--- config.mk ---
export PLATFORM = sky130hd
export DESIGN_NAME = fetch_stage_flat
export DESIGN_NICKNAME = d
export VERILOG_FILES = /design/src/rtl/fetch_if.sv /design/src/rtl/fetch_stage.sv /design/src/flat_wrapper.sv
export SDC_FILE = /design/constraint.sdc
export NUM_CORES = 1
export LEC_CHECK = 0
export BUFFER_PORTS_ARGS = -buffer_cell sky130_fd_sc_hd__buf_2
export CAP_MARGIN = 0
export CORE_MARGIN = 2
export CORE_UTILIZATION = 29
export CTS_CLUSTER_DIAMETER = 100
export DETAILED_ROUTE_END_ITERATION = 7
export PLACE_DENSITY = 0.42
export SYNTH_ARGS = -nofsm -noshare
export SYNTH_HDL_FRONTEND = slang
export SYNTH_SLANG_ARGS = --single-unit
--- constraint.sdc ---
create_clock -name clk -period 2.65 [get_ports clk]
set_input_delay 0.1325 -clock clk [delete_from_list [all_inputs] [get_ports clk]]
set_output_delay 0.1325 -clock clk [all_outputs]
set_load 0.01 [all_outputs]
--- src/rtl/fetch_if.sv ---
// Fetch-stage bus: Pc control, imem loader port and decode valid/ready handshake.
// Perf counter outputs exist only when FETCH_PERF_EN is defined.
interface fetch_if #(
    parameter int IW  = 8,
    parameter int IMW = 4
);
    logic           start;
    logic [IMW-1:0] pc_in;
    logic           flush;
    logic           pc_hold;
    logic           imem_we;
    logic [IMW-1:0] imem_waddr;
    logic [IW-1:0]  imem_wdata;
    logic           instr_valid;
    logic           instr_ready;
    logic [IW-1:0]  instr_out;
    logic [IMW-1:0] instr_pc;
`ifdef FETCH_PERF_EN
    logic [15:0]    perf_fetched;
    logic [15:0]    perf_flushed;

    modport master (
        input  start, pc_in, flush,
        input  imem_we, imem_waddr, imem_wdata,
        input  instr_ready,
        output pc_hold, instr_valid, instr_out, instr_pc,
        output perf_fetched, perf_flushed
    );
    modport slave (
        output start, pc_in, flush,
        output imem_we, imem_waddr, imem_wdata,
        output instr_ready,
        input  pc_hold, instr_valid, instr_out, instr_pc,
        input  perf_fetched, perf_flushed
    );
`else
    modport master (
        input  start, pc_in, flush,
        input  imem_we, imem_waddr, imem_wdata,
        input  instr_ready,
        output pc_hold, instr_valid, instr_out, instr_pc
    );
    modport slave (
        output start, pc_in, flush,
        output imem_we, imem_waddr, imem_wdata,
        output instr_ready,
        input  pc_hold, instr_valid, instr_out, instr_pc
    );
`endif
endinterface

--- src/rtl/fetch_stage.sv ---
// Instruction fetch: sync-read imem, 2-entry {pc,instr} queue, decode handshake.
// FETCH_PERF_EN adds perf_fetched / perf_flushed counters.
module fetch_stage #(
    parameter int IW  = 8,
    parameter int IMW = 4,
    parameter int DW  = 8
) (
    input  logic   clk,
    input  logic   rst,
    fetch_if.master bus
);
    localparam int DEPTH = 1 << IMW;

    logic [IW-1:0]  r_mem [DEPTH];
    logic           r_rd_valid;
    logic [IMW-1:0] r_rd_pc;
    logic [IW-1:0]  r_rd_instr;
    logic [1:0]     r_count;
    logic [IMW-1:0] r_q_pc    [2];
    logic [IW-1:0]  r_q_instr [2];

    logic       w_pop;
    logic       w_push;
    logic       w_issue;
    logic [2:0] w_occ;

    assign w_pop   = (r_count != 2'd0) & bus.instr_ready;
    assign w_push  = r_rd_valid & ~bus.flush;
    // Occupancy after this edge, ignoring a new issue; keeps room for it.
    assign w_occ   = {1'b0, r_count} + {2'b00, r_rd_valid}
                   - {2'b00, w_pop};
    assign w_issue = bus.start & ~rst & ~bus.flush & (w_occ <= 3'd1);

    assign bus.pc_hold     = ~w_issue;
    assign bus.instr_valid = (r_count != 2'd0);
    assign bus.instr_out   = r_q_instr[0];
    assign bus.instr_pc    = r_q_pc[0];

    // Memory is never reset; a same-address read sees the old word.
    always_ff @(posedge clk) begin
        if (bus.imem_we) begin
            r_mem[bus.imem_waddr] <= bus.imem_wdata;
        end
        if (w_issue) begin
            r_rd_pc    <= bus.pc_in;
            r_rd_instr <= r_mem[bus.pc_in];
        end
    end

    always_ff @(posedge clk) begin
        if (rst) begin
            r_rd_valid <= 1'b0;
        end else begin
            r_rd_valid <= w_issue;
        end
    end

    always_ff @(posedge clk) begin
        if (rst) begin
            r_count      <= 2'd0;
            r_q_pc[0]    <= '0;
            r_q_pc[1]    <= '0;
            r_q_instr[0] <= '0;
            r_q_instr[1] <= '0;
        end else if (bus.flush) begin
            r_count <= 2'd0;
        end else begin
            unique case ({w_push, w_pop})
                2'b10: begin
                    if (r_count == 2'd0) begin
                        r_q_pc[0]    <= r_rd_pc;
                        r_q_instr[0] <= r_rd_instr;
                    end else begin
                        r_q_pc[1]    <= r_rd_pc;
                        r_q_instr[1] <= r_rd_instr;
                    end
                    r_count <= r_count + 2'd1;
                end
                2'b01: begin
                    r_q_pc[0]    <= r_q_pc[1];
                    r_q_instr[0] <= r_q_instr[1];
                    r_count      <= r_count - 2'd1;
                end
                2'b11: begin
                    if (r_count == 2'd1) begin
                        r_q_pc[0]    <= r_rd_pc;
                        r_q_instr[0] <= r_rd_instr;
                    end else begin
                        r_q_pc[0]    <= r_q_pc[1];
                        r_q_instr[0] <= r_q_instr[1];
                        r_q_pc[1]    <= r_rd_pc;
                        r_q_instr[1] <= r_rd_instr;
                    end
                end
                default: begin
                end
            endcase
        end
    end

`ifdef FETCH_PERF_EN
    logic [15:0] r_perf_fetched;
    logic [15:0] r_perf_flushed;

    always_ff @(posedge clk) begin
        if (rst) begin
            r_perf_fetched <= 16'd0;
            r_perf_flushed <= 16'd0;
        end else begin
            if (w_pop) begin
                r_perf_fetched <= r_perf_fetched + 16'd1;
            end
            if (bus.flush && (r_count != 2'd0 || r_rd_valid)) begin
                r_perf_flushed <= r_perf_flushed + 16'd1;
            end
        end
    end

    assign bus.perf_fetched = r_perf_fetched;
    assign bus.perf_flushed = r_perf_flushed;
`endif

`ifndef SYNTHESIS
    a_no_overflow: assert property (@(posedge clk) disable iff (rst)
        !(w_push && r_count == 2'd2 && !w_pop));
    a_dw_legal: assert property (@(posedge clk) DW > 0);
`endif

endmodule
--- src/flat_wrapper.sv ---
// flat-port wrapper written by rule: the top's interface ports become plain ports
module fetch_stage_flat 
#(
    parameter int IW  = 8,
    parameter int IMW = 4,
    parameter int DW  = 8
)
  (clk, rst, bus_start, bus_pc_in, bus_flush, bus_imem_we, bus_imem_waddr, bus_imem_wdata, bus_instr_ready, bus_pc_hold, bus_instr_valid, bus_instr_out, bus_instr_pc);
  fetch_if #(.IW(IW), .IMW(IMW)) bus_i ();
  input  logic clk;
  input  logic rst;
  input wire logic [$bits(bus_i.start)-1:0] bus_start;
  input wire logic [$bits(bus_i.pc_in)-1:0] bus_pc_in;
  input wire logic [$bits(bus_i.flush)-1:0] bus_flush;
  input wire logic [$bits(bus_i.imem_we)-1:0] bus_imem_we;
  input wire logic [$bits(bus_i.imem_waddr)-1:0] bus_imem_waddr;
  input wire logic [$bits(bus_i.imem_wdata)-1:0] bus_imem_wdata;
  input wire logic [$bits(bus_i.instr_ready)-1:0] bus_instr_ready;
  output wire logic [$bits(bus_i.pc_hold)-1:0] bus_pc_hold;
  output wire logic [$bits(bus_i.instr_valid)-1:0] bus_instr_valid;
  output wire logic [$bits(bus_i.instr_out)-1:0] bus_instr_out;
  output wire logic [$bits(bus_i.instr_pc)-1:0] bus_instr_pc;
  assign bus_i.start = bus_start;
  assign bus_i.pc_in = bus_pc_in;
  assign bus_i.flush = bus_flush;
  assign bus_i.imem_we = bus_imem_we;
  assign bus_i.imem_waddr = bus_imem_waddr;
  assign bus_i.imem_wdata = bus_imem_wdata;
  assign bus_i.instr_ready = bus_instr_ready;
  assign bus_pc_hold = bus_i.pc_hold;
  assign bus_instr_valid = bus_i.instr_valid;
  assign bus_instr_out = bus_i.instr_out;
  assign bus_instr_pc = bus_i.instr_pc;
  fetch_stage #(.IW(IW), .IMW(IMW), .DW(DW)) u_core (.clk(clk), .rst(rst), .bus(bus_i));
endmodule
==> metrics.md, run 1 <==
| Metric | Value |
|---|---|
| Gpl congestion | `0.6943` |
| Post-Syn Instances | `333` |
| Min-delay worst type | `input pin to flip-flop` |
| CP Data Required Time | `2.52 ns` |
| Nets | `419` |
| Slew Viols, Final | `0` |
| VDD IR max | `0.3800 mV` |
| Worst Path Arrival | `2.41 ns` |
| Clock skew | `0.01429 ns` |
| Final TNS setup | `0 ns` |
| Sw Share | `21.64%` |
| Power share of the clock group | `42.9%` |
| Max Fanout on Critical Path | `2` |
| Post-route insts no fill | `691` |
| Startpoint Class | `flip-flop` |
| Fmax | `393.6 MHz` |
| Commonest non-fill, non-tap cell in the layout | `edfxtp_1` |
| Max-cap viol count | `0` |
| PortBufs | `35` |
| Initial drt markers | `179` |
| P per Cell Area | `725.4 nW/µm²` |
| Fraction of layout instances using a drive strength above 1 | `31.77%` |
| Final Power | `5.755 mW` |
| DRT Pass-1 Iters | `4` |
| Clk_lat worst skew | `0.43 ns` |
| Final setup fails | `0` |
| Die height | `155.5 µm` |
| Area grow syn2layout | `19.15%` |
| Die extent in x | `155.5 µm` |
| I/O Pins | `36` |
| Worst-Margin Slew | `1.031 ns` |
| Vias in the first global route | `3340` |
| TritonCTS Sinks | `167` |
| First-pass GRT wire length | `20290 µm` |
| Relative slew margins | `31.10%` |
| Vias | `3194` |
| Core area | `22570 µm²` |
| TritonCTS clock tree | `yes` |
| Clk pin slew, worst setup/hold paths | `0.07 ns` |
| Post-synth cell types | `35` |
| Tcrit/Tclk final | `95.87%` |
| Power share of the sequential group | `52.0%` |
| YS warnings | `0` |
| Comb power frac | `5.1%` |
| Kind of end point of the critical path | `primary output` |
| Clock Path Buffers | `2` |
| Most frequent cells in the layout | `edfxtp_1 (164), buf_2 (34), buf_4 (25)` |
| Syn nets | `359` |
| Placement Rows | `55` |
| P_sw | `1.245 mW` |
| Mapped cell area | `6659 µm²` |
| Starting density of the core | `29.50%` |
| Final min period | `2.541 ns` |
| P_leak | `2.715 nW` |
| Residual DRC | `0` |
| RSZ-0062 raised after global routing | `no` |
| Placed cell count | `648` |
| Root buf cell | `clkbuf_16` |
| Detail Placement HPWL | `8316 µm` |
| Yosys reg bits | `167` |
| H-tree levels | `4` |
| Avg WL per Cell | `19.11 µm` |
| Via density | `4.622` |
| Kind of critical path | `flip-flop to primary output` |
| Post-DRT Antenna Nets | `0` |
| # diodes | `0` |
| Routed wire length | `13210 µm` |
| Post-Syn Area per Cell | `20.00 µm²` |
| Status | `completed` |
| Int Pwr | `4.510 mW` |
| Initial antenna violation count | `0` |
| Sequential share of the synthesized area | `74.86%` |
| Num CTS Buffers | `17` |
| Design area | `7934 µm²` |
| Final Hold Fails | `0` |
| DP Area | `7194 µm²` |
| Grt ovf | `0` |
| Largest net degree at the start of global routing | `34` |
| Total GRT Usage | `11.67%` |
| Die area | `24190 µm²` |
-- stage by stage --
stage | utilization (%) | hold WS [ns] | setup WS [ns]
after floorplan | - | 0.2092 | 0.006341
after global placement | 31.87 | 0.4112 | 0.1321
after CTS | 35.13 | 0.07916 | 0.006482
final | 35.15 | 0.09471 | 0.1095
after global routing | 35.15 | 0.09236 | 0.002292
after detailed placement | 31.87 | 0.4040 | 0.1133
-- cell usage after synthesis (all sizes together) --
master | count | area (µm²)
buf | 21 | 156.4
and3 | 1 | 6.260
nand3 | 2 | 10.01
nor3 | 6 | 30.03
a22oi | 16 | 120.1
nor2 | 19 | 71.32
inv | 6 | 22.52
and2b | 1 | 7.510
a21oi | 1 | 5.000
clkbuf | 2 | 7.510
nor4b | 1 | 15.01
edfxtp | 164 | 4925
ha | 3 | 37.54
o21a | 1 | 7.510
a41o | 1 | 10.01
o31a | 1 | 8.760
mux4 | 32 | 773.2
nand2 | 10 | 37.54
a22o | 12 | 105.1
fa | 1 | 20.02
a2111oi | 1 | 15.01
nand3b | 2 | 15.01
nand2b | 3 | 26.27
clkdlybuf4s25 | 3 | 30.03
dfxtp | 3 | 60.06
and2 | 13 | 81.33
nor2b | 2 | 12.51
xor2 | 1 | 8.760
xnor2 | 2 | 17.52
o21bai | 1 | 7.510
or3b | 1 | 8.760
-- cell families after synthesis --
kind of cell / count (synthesis) / synth area share, %
AND/OR/NAND/NOR: 61 / 4.829
AO/OA/AOI/OAI: 34 / 4.190
flip-flops: 167 / 74.86
adder cells (fa/ha/maj): 4 / 0.8644
XOR/XNOR: 3 / 0.3947
buffers and inverters: 32 / 3.251
multiplexers: 32 / 11.61
-- layer usage --
layer,global-route usage [%],vias to the layer above,part of all wire [%]
met5,0,-,0
met4,3.408,0,0.93
met3,3.083,9,4.1
met2,18.44,71,48
met1,15.92,1645,46
li1,-,1469,-
-- power groups by stage --
stage	combinational [mW]	clock (mW)	sequential (mW)
5_1_grt	0.327	2.66	2.99
6_report	0.295	2.47	2.99
2_1_floorplan	0.175	0	3.04
3_5_place_dp	0.289	0	3.05
4_1_cts	0.303	2.55	2.99
3_3_place_gp	0.284	0	3.05
-- area by class of cell --
cell class                 count  area (µm²)
tap                          285       356.6
clock inverter                15       168.9
multi-input combinational    134        1514
timing repair buffer          67       459.2
fill                        2133       14640
clock buffer                  17       425.4
inverter                       6       22.52
sequential                   167        4987
-- worst max-delay path: stages (launching register included) --
cell and delay (ns):
dfxtp_2 0.34, inv_2 0.05, ha_4 0.15, nand2b_4 0.16, xnor2_4 0.14, ha_2 0.19
inv_2 0.04, fa_2 0.53, nand3_2 0.09, nor2_4 0.14, inv_2 0.04, buf_6 0.11
-- flip-flops by register name, indices dropped and copies added (netlist names) --
| register | flops |
|---|---|
| u_core.r_rd_valid | 1 |
| u_core.r_count | 2 |
| u_core.r_rd_pc | 4 |
| u_core.r_q_instr | 16 |
| u_core.r_mem | 128 |
| u_core.r_q_pc | 8 |
| u_core.r_rd_instr | 8 |
-- what timing repair did --
item                                    CTS  global route
pin swaps                                 6             4
resized for setup                        12             4
hold buffers                              5             0
endpoints found under the setup margin    1             1
cloned                                    0             0
endpoints found under the hold margin     4             0
setup buffers                             6             1
-- final timing paths --
check                              start                      to  slack, ns  depth (start not counted)
setup / recovery       u_core.r_count[1]             bus_pc_hold       0.11                         11
hold / removal         bus_imem_wdata[7]      u_core.r_mem[4][7]       0.09                          1
setup reg to reg       u_core.r_count[1]       u_core.r_rd_pc[0]       0.20                         11
hold reg to reg   u_core.r_q_instr[0][9]  u_core.r_q_instr[0][1]       0.53                          1
(Power assumes the default switching activity.)
==> run 2, diff against run 1 <==
- MAX_ROUTING_LAYER: default -> met4
==> run 2 against run 1 <==
Sequential share of layout area is the same. Final area unchanged. Non-clock buffer count stayed put. Clock skew hardly changed. Largest power group unchanged. Power is essentially flat. Register-to-register slack barely moved. Sequential cell count unchanged. Fmax about the same.
==> metrics.md, run 2 (synthesized netlist as in run 1, its figures left out) <==
| Metric | Value |
|---|---|
| Worst-Margin Slew | `1.029 ns` |
| TritonCTS Sinks | `167` |
| R2R depth | `11` |
| Root buf cell | `clkbuf_16` |
| Hold_ws | `0.09398 ns` |
| P_sw | `1.246 mW` |
| Regs by FF count | `u_core.r_mem x128, u_core.r_q_instr x16` |
| Core area | `22570 µm²` |
| H-tree levels | `4` |
| Power share of the sequential group | `52.0%` |
| Routed wire length | `13180 µm` |
| DP Area | `7194 µm²` |
| P_leak | `2.715 nW` |
| Area grow syn2layout | `19.15%` |
| Design area | `7934 µm²` |
| Final Hold Fails | `0` |
| Post-DRT Antenna Nets | `0` |
| Startpoint Class | `flip-flop` |
| FF/Latch Area | `4987 µm²` |
| Num CTS Buffers | `17` |
| Nets | `419` |
| Starting density of the core | `29.50%` |
| Max Fanout on Critical Path | `2` |
| Via density | `4.585` |
| Largest net degree at the start of global routing | `34` |
| Clk_lat worst skew | `0.43 ns` |
| Die height | `155.5 µm` |
| R2R Path Start | `u_core.r_count[1]` |
| Max-cap viol count | `0` |
| Commonest non-fill, non-tap cell in the layout | `edfxtp_1` |
| Vias in the first global route | `3343` |
| Crit Reg-Reg Endpoint | `u_core.r_rd_pc[0]` |
| Final min period | `2.541 ns` |
| Fmax | `393.5 MHz` |
| Worst Path Arrival | `2.41 ns` |
| Int Pwr | `4.510 mW` |
| Clock Path Buffers | `2` |
| Residual DRC | `0` |
| # diodes | `0` |
| Power share of the clock group | `42.9%` |
| TritonCTS clock tree | `yes` |
| Sw Share | `21.65%` |
| Clk pin slew, worst setup/hold paths | `0.07 ns` |
| Kind of critical path | `flip-flop to primary output` |
| Most flops, register | `u_core.r_mem` |
| Tcrit/Tclk final | `95.89%` |
| Hold Path Sink | `u_core.r_mem[4][0]` |
| Placement Rows | `55` |
| DRT Pass-1 Iters | `4` |
| Fill count | `2133` |
| Vias | `3168` |
| Comb power frac | `5.1%` |
| RSZ-0062 raised after global routing | `no` |
| Slew Viols, Final | `0` |
| Max reg flops | `128` |
| P per Cell Area | `725.4 nW/µm²` |
| Initial antenna violation count | `0` |
| Final setup fails | `0` |
| Worst hold start | `bus_imem_wdata[0]` |
| Relative slew margins | `31.25%` |
| VDD IR max | `0.3808 mV` |
| Detail Placement HPWL | `8316 µm` |
| Status | `completed` |
| Total GRT Usage | `12.00%` |
| CP Data Required Time | `2.52 ns` |
| First-pass GRT wire length | `20270 µm` |
| Die area | `24190 µm²` |
| Avg WL per Cell | `19.07 µm` |
| Final TNS setup | `0 ns` |
| PortBufs | `35` |
| Min-delay worst type | `input pin to flip-flop` |
| Initial drt markers | `186` |
| Gpl congestion | `0.7017` |
| Fraction of layout instances using a drive strength above 1 | `31.77%` |
| Grt ovf | `0` |
| Multi-input gate area | `1514 µm²` |
| I/O Pins | `36` |
| Flop2flop setup slack | `0.20 ns` |
| Clock skew | `0.01468 ns` |
| Worst hold stages | `1` |
| Kind of end point of the critical path | `primary output` |
| Die extent in x | `155.5 µm` |
| Most frequent cells in the layout | `edfxtp_1 (164), buf_2 (34), buf_4 (25)` |
run 2: cell counts in the layout (fill, tap and decap cells not counted):
Identical to the previous run, type by type.
run 2: what timing repair did:
item,in CTS,in global routing
endpoints found under the setup margin,1,1
pin swaps,6,4
hold endpoints to repair,4,0
hold buffers,5,0
buffers inserted,6,1
gates resized for setup,12,4
run 2: worst max-delay path by stage:
stage | start | to | slack [ns] | cells past startpoint
finish | u_core.r_count[1] | bus_pc_hold | 0.11 | 11
global placement | u_core.r_count[1] | bus_pc_hold | 0.13 | 12
CTS | u_core.r_count[1] | bus_pc_hold | 0.006 | 12
detailed placement | u_core.r_count[1] | bus_pc_hold | 0.11 | 12
global route | u_core.r_count[1] | bus_pc_hold | 0.002 | 11
floorplan | u_core.r_count[1] | u_core.r_rd_instr[0] | 0.006 | 9
run 2: layer usage:
metal | GRT usage, % | vias up | share of wire, %
li1 | - | 1470 | -
met1 | 15.72 | 1626 | 47
met2 | 18.61 | 63 | 49
met3 | 3.083 | 9 | 3.5
met4 | 3.408 | 0 | 0.93
met5 | - | - | 0
run 2: area by class of cell:
type / count / area share (%)
repair buffers: 67 / 5.788
inverters: 6 / 0.2839
well taps: 285 / 4.495
clock buffers: 17 / 5.362
flip-flops and latches: 167 / 62.86
multi-input cells: 134 / 19.08
clock inverters: 15 / 2.129
run 2: critical path, stage by stage, from the launching register on:
cell      delay (ns)
dfxtp_2         0.34
inv_2           0.05
ha_4            0.15
nand2b_4        0.16
xnor2_4         0.14
ha_2            0.19
inv_2           0.04
fa_2            0.53
nand3_2         0.09
nor2_4          0.14
inv_2           0.04
buf_6           0.11
run 2: per-stage QoR:
step                setup slack, ns  total power, mW  cells  utilization (%)
finish                       0.1089            5.755    691            35.15
global route               0.002280            5.979    691            35.15
CTS                        0.006482            5.845    691            35.13
detailed placement           0.1133            3.337    648            31.87
global placement             0.1321            3.329    648            31.87
floorplan                  0.006341            3.217    333                -
run 2: power groups by stage:
| stage | sequential, mW | clock, mW | combinational, mW |
|---|---|---|---|
| after floorplan | 3.04 | 0 | 0.175 |
| after detailed placement | 3.05 | 0 | 0.289 |
| after CTS | 2.99 | 2.55 | 0.303 |
| after global routing | 2.99 | 2.66 | 0.327 |
| final | 2.99 | 2.47 | 0.295 |
| after global placement | 3.05 | 0 | 0.284 |
==> run 3, diff against run 2 <==
- CORE_UTILIZATION: 29 -> 35
- GPL_TIMING_DRIVEN: default -> 1
- PLACE_DENSITY: 0.42 -> 0.49
==> run 3 against run 2 <==
Non-clock buffer count increased by 2. Hold slack about the same. Via count decreased by 0.63%. Critical path depth unchanged. Final cell count decreased by 7.2%. Core utilization increased by 7.2 points. Sequential power about the same. Fmax increased by 1.0%.
==> metrics.md, run 3 (synthesized netlist as in run 1, its figures left out) <==
| Metric | Value |
|---|---|
| Status | `completed` |
| CP peak stage delay | `0.51 ns` |
| Final setup fails | `0` |
| Vias in the first global route | `3290` |
| Regs by FF count | `u_core.r_mem x128, u_core.r_q_instr x16` |
| Clock Path Buffers | `2` |
| Met3 GRT Util | `3.836%` |
| P_sw | `1.154 mW` |
| TritonCTS Sinks | `167` |
| Final Hold Fails | `0` |
| P_leak | `2.743 nW` |
| Nets | `421` |
| M1 GR Usage | `16.64%` |
| Post-DRT Antenna Nets | `0` |
| I/O Pins | `36` |
| Worst Path Buf+Inv | `4` |
| Routed wire length | `12110 µm` |
| Max-cap viol count | `0` |
| Crit-path cells | `inv_4, ha_4, nand2b_4, xnor2_4, ha_2, inv_2, fa_1, nand3_2, nor2_4, inv_2, buf_6` |
| RSZ-0062 raised after global routing | `no` |
| Starting density of the core | `35.60%` |
| Largest net degree at the start of global routing | `19` |
| Via density | `4.911` |
| Kind of end point of the critical path | `primary output` |
| Comb power frac | `4.9%` |
| Gpl congestion | `0.7179` |
| Vias | `3148` |
| Min-delay worst type | `input pin to flip-flop` |
| Placement Rows | `50` |
| Die height | `141.9 µm` |
| Final min period | `2.515 ns` |
| H-tree levels | `4` |
| Clk pin slew, worst setup/hold paths | `0.06 ns` |
| Most used routing layer | `met2` |
| Worst hold stages | `1` |
| Grt ovf | `0` |
| Detail Placement HPWL | `7960 µm` |
| Num CTS Buffers | `17` |
| First-pass GRT wire length | `18920 µm` |
| Top delay family on crit path | `adder cells` |
| Most frequent CP cell | `inv_2` |
| CP Data Required Time | `2.52 ns` |
| Max reg flops | `128` |
| Root buf cell | `clkbuf_16` |
| Area grow syn2layout | `18.92%` |
| R2R depth | `11` |
| Kind of critical path | `flip-flop to primary output` |
| Initial drt markers | `198` |
| Worst-Margin Slew | `0.9883 ns` |
| Core area | `18710 µm²` |
| DRT Pass-1 Iters | `4` |
| Most frequent cells in the layout | `edfxtp_1 (164), buf_2 (34), buf_4 (27)` |
| Slew Viols, Final | `0` |
| Int Pwr | `4.768 mW` |
| # diodes | `0` |
| Total GRT Usage | `13.39%` |
| Clk_lat worst skew | `0.42 ns` |
| PortBufs | `35` |
| Die area | `20140 µm²` |
| Worst Path Arrival | `2.38 ns` |
| Power share of the sequential group | `50.5%` |
| Worst path depth | `11` |
| Startpoint Class | `flip-flop` |
| Final Power | `5.921 mW` |
| Slowest-stage cell, CP | `fa_1` |
| Tcrit/Tclk final | `94.91%` |
| Final TNS setup | `0 ns` |
| Commonest non-fill, non-tap cell in the layout | `edfxtp_1` |
| VDD IR max | `0.4904 mV` |
| Fraction of layout instances using a drive strength above 1 | `30.71%` |
| Sw Share | `19.48%` |
| Fmax | `397.6 MHz` |
| Die extent in x | `141.9 µm` |
| TritonCTS clock tree | `yes` |
| Residual DRC | `0` |
| P per Cell Area | `747.8 nW/µm²` |
| Power share of the clock group | `44.6%` |
| Met2 Use GR | `21.64%` |
| Clock skew | `0.008970 ns` |
| Max Fanout on Critical Path | `3` |
| Avg WL per Cell | `18.89 µm` |
| Most flops, register | `u_core.r_mem` |
| Relative slew margins | `33.94%` |
| Initial antenna violation count | `0` |
==> run 3: cell types whose count changed in the layout (fill, tap and decap cells not counted), sizes merged <==
cell	delta
inv	-6
bufinv	+3
buf	+2
clkbuf	+2
clkinv	+1
clkinvlp	-1
==> run 3: power groups by stage <==
stage | logic (mW) | clock network [mW] | registers [mW]
finish | 0.290 | 2.64 | 2.99
global placement | 0.276 | 0 | 3.04
CTS | 0.294 | 2.70 | 2.99
detailed placement | 0.280 | 0 | 3.05
floorplan | 0.175 | 0 | 3.04
global route | 0.320 | 2.81 | 3.00
==> run 3: path summary, 6_finish.rpt <==
kind | from | end | slack, ns
min reg2reg | u_core.r_q_instr[0][13] | u_core.r_q_instr[0][5] | 0.53
max reg2reg | u_core.r_count[1] | u_core.r_rd_pc[0] | 0.24
max | u_core.r_count[1] | bus_pc_hold | 0.13
min | bus_imem_wdata[0] | u_core.r_mem[2][0] | 0.09
==> run 3: area by class of cell <==
| class | count | area (µm²) |
|---|---|---|
| flip-flops and latches | 167 | 4987 |
| well taps | 234 | 292.8 |
| clock inverters | 12 | 202.7 |
| inverters | 6 | 25.02 |
| multi-input cells | 134 | 1504 |
| fillers | 1621 | 10790 |
| repair buffers | 69 | 474.2 |
| clock buffers | 19 | 432.9 |
==> run 3: through the flow <==
stage	util [%]	worst slack (ns)	hold slack, ns	instances	cell area [µm²]
finish	42.33	0.1348	0.09365	641	7919
CTS	42.20	0.01516	0.07963	639	7894
global placement	38.17	0.09051	0.4049	600	7141
global route	42.33	0.007495	0.08871	641	7919
detailed placement	38.17	0.03451	0.4105	600	7141
floorplan	-	0.006341	0.2092	333	6661
==> run 3: timing repair <==
| item | in CTS | in global routing |
|---|---|---|
| endpoints found under the setup margin | 1 | 1 |
| resized for setup | 10 | 6 |
| hold buffers | 5 | 0 |
| pin swaps | 3 | 6 |
| endpoints found under the hold margin | 4 | 0 |
| setup buffers | 3 | 3 |
==> run 3: layer usage <==
metal	share of wire, %	vias up
met5	0	-
li1	-	1476
met4	0.67	0
met1	45	1597
met2	50	67
met3	4.3	8
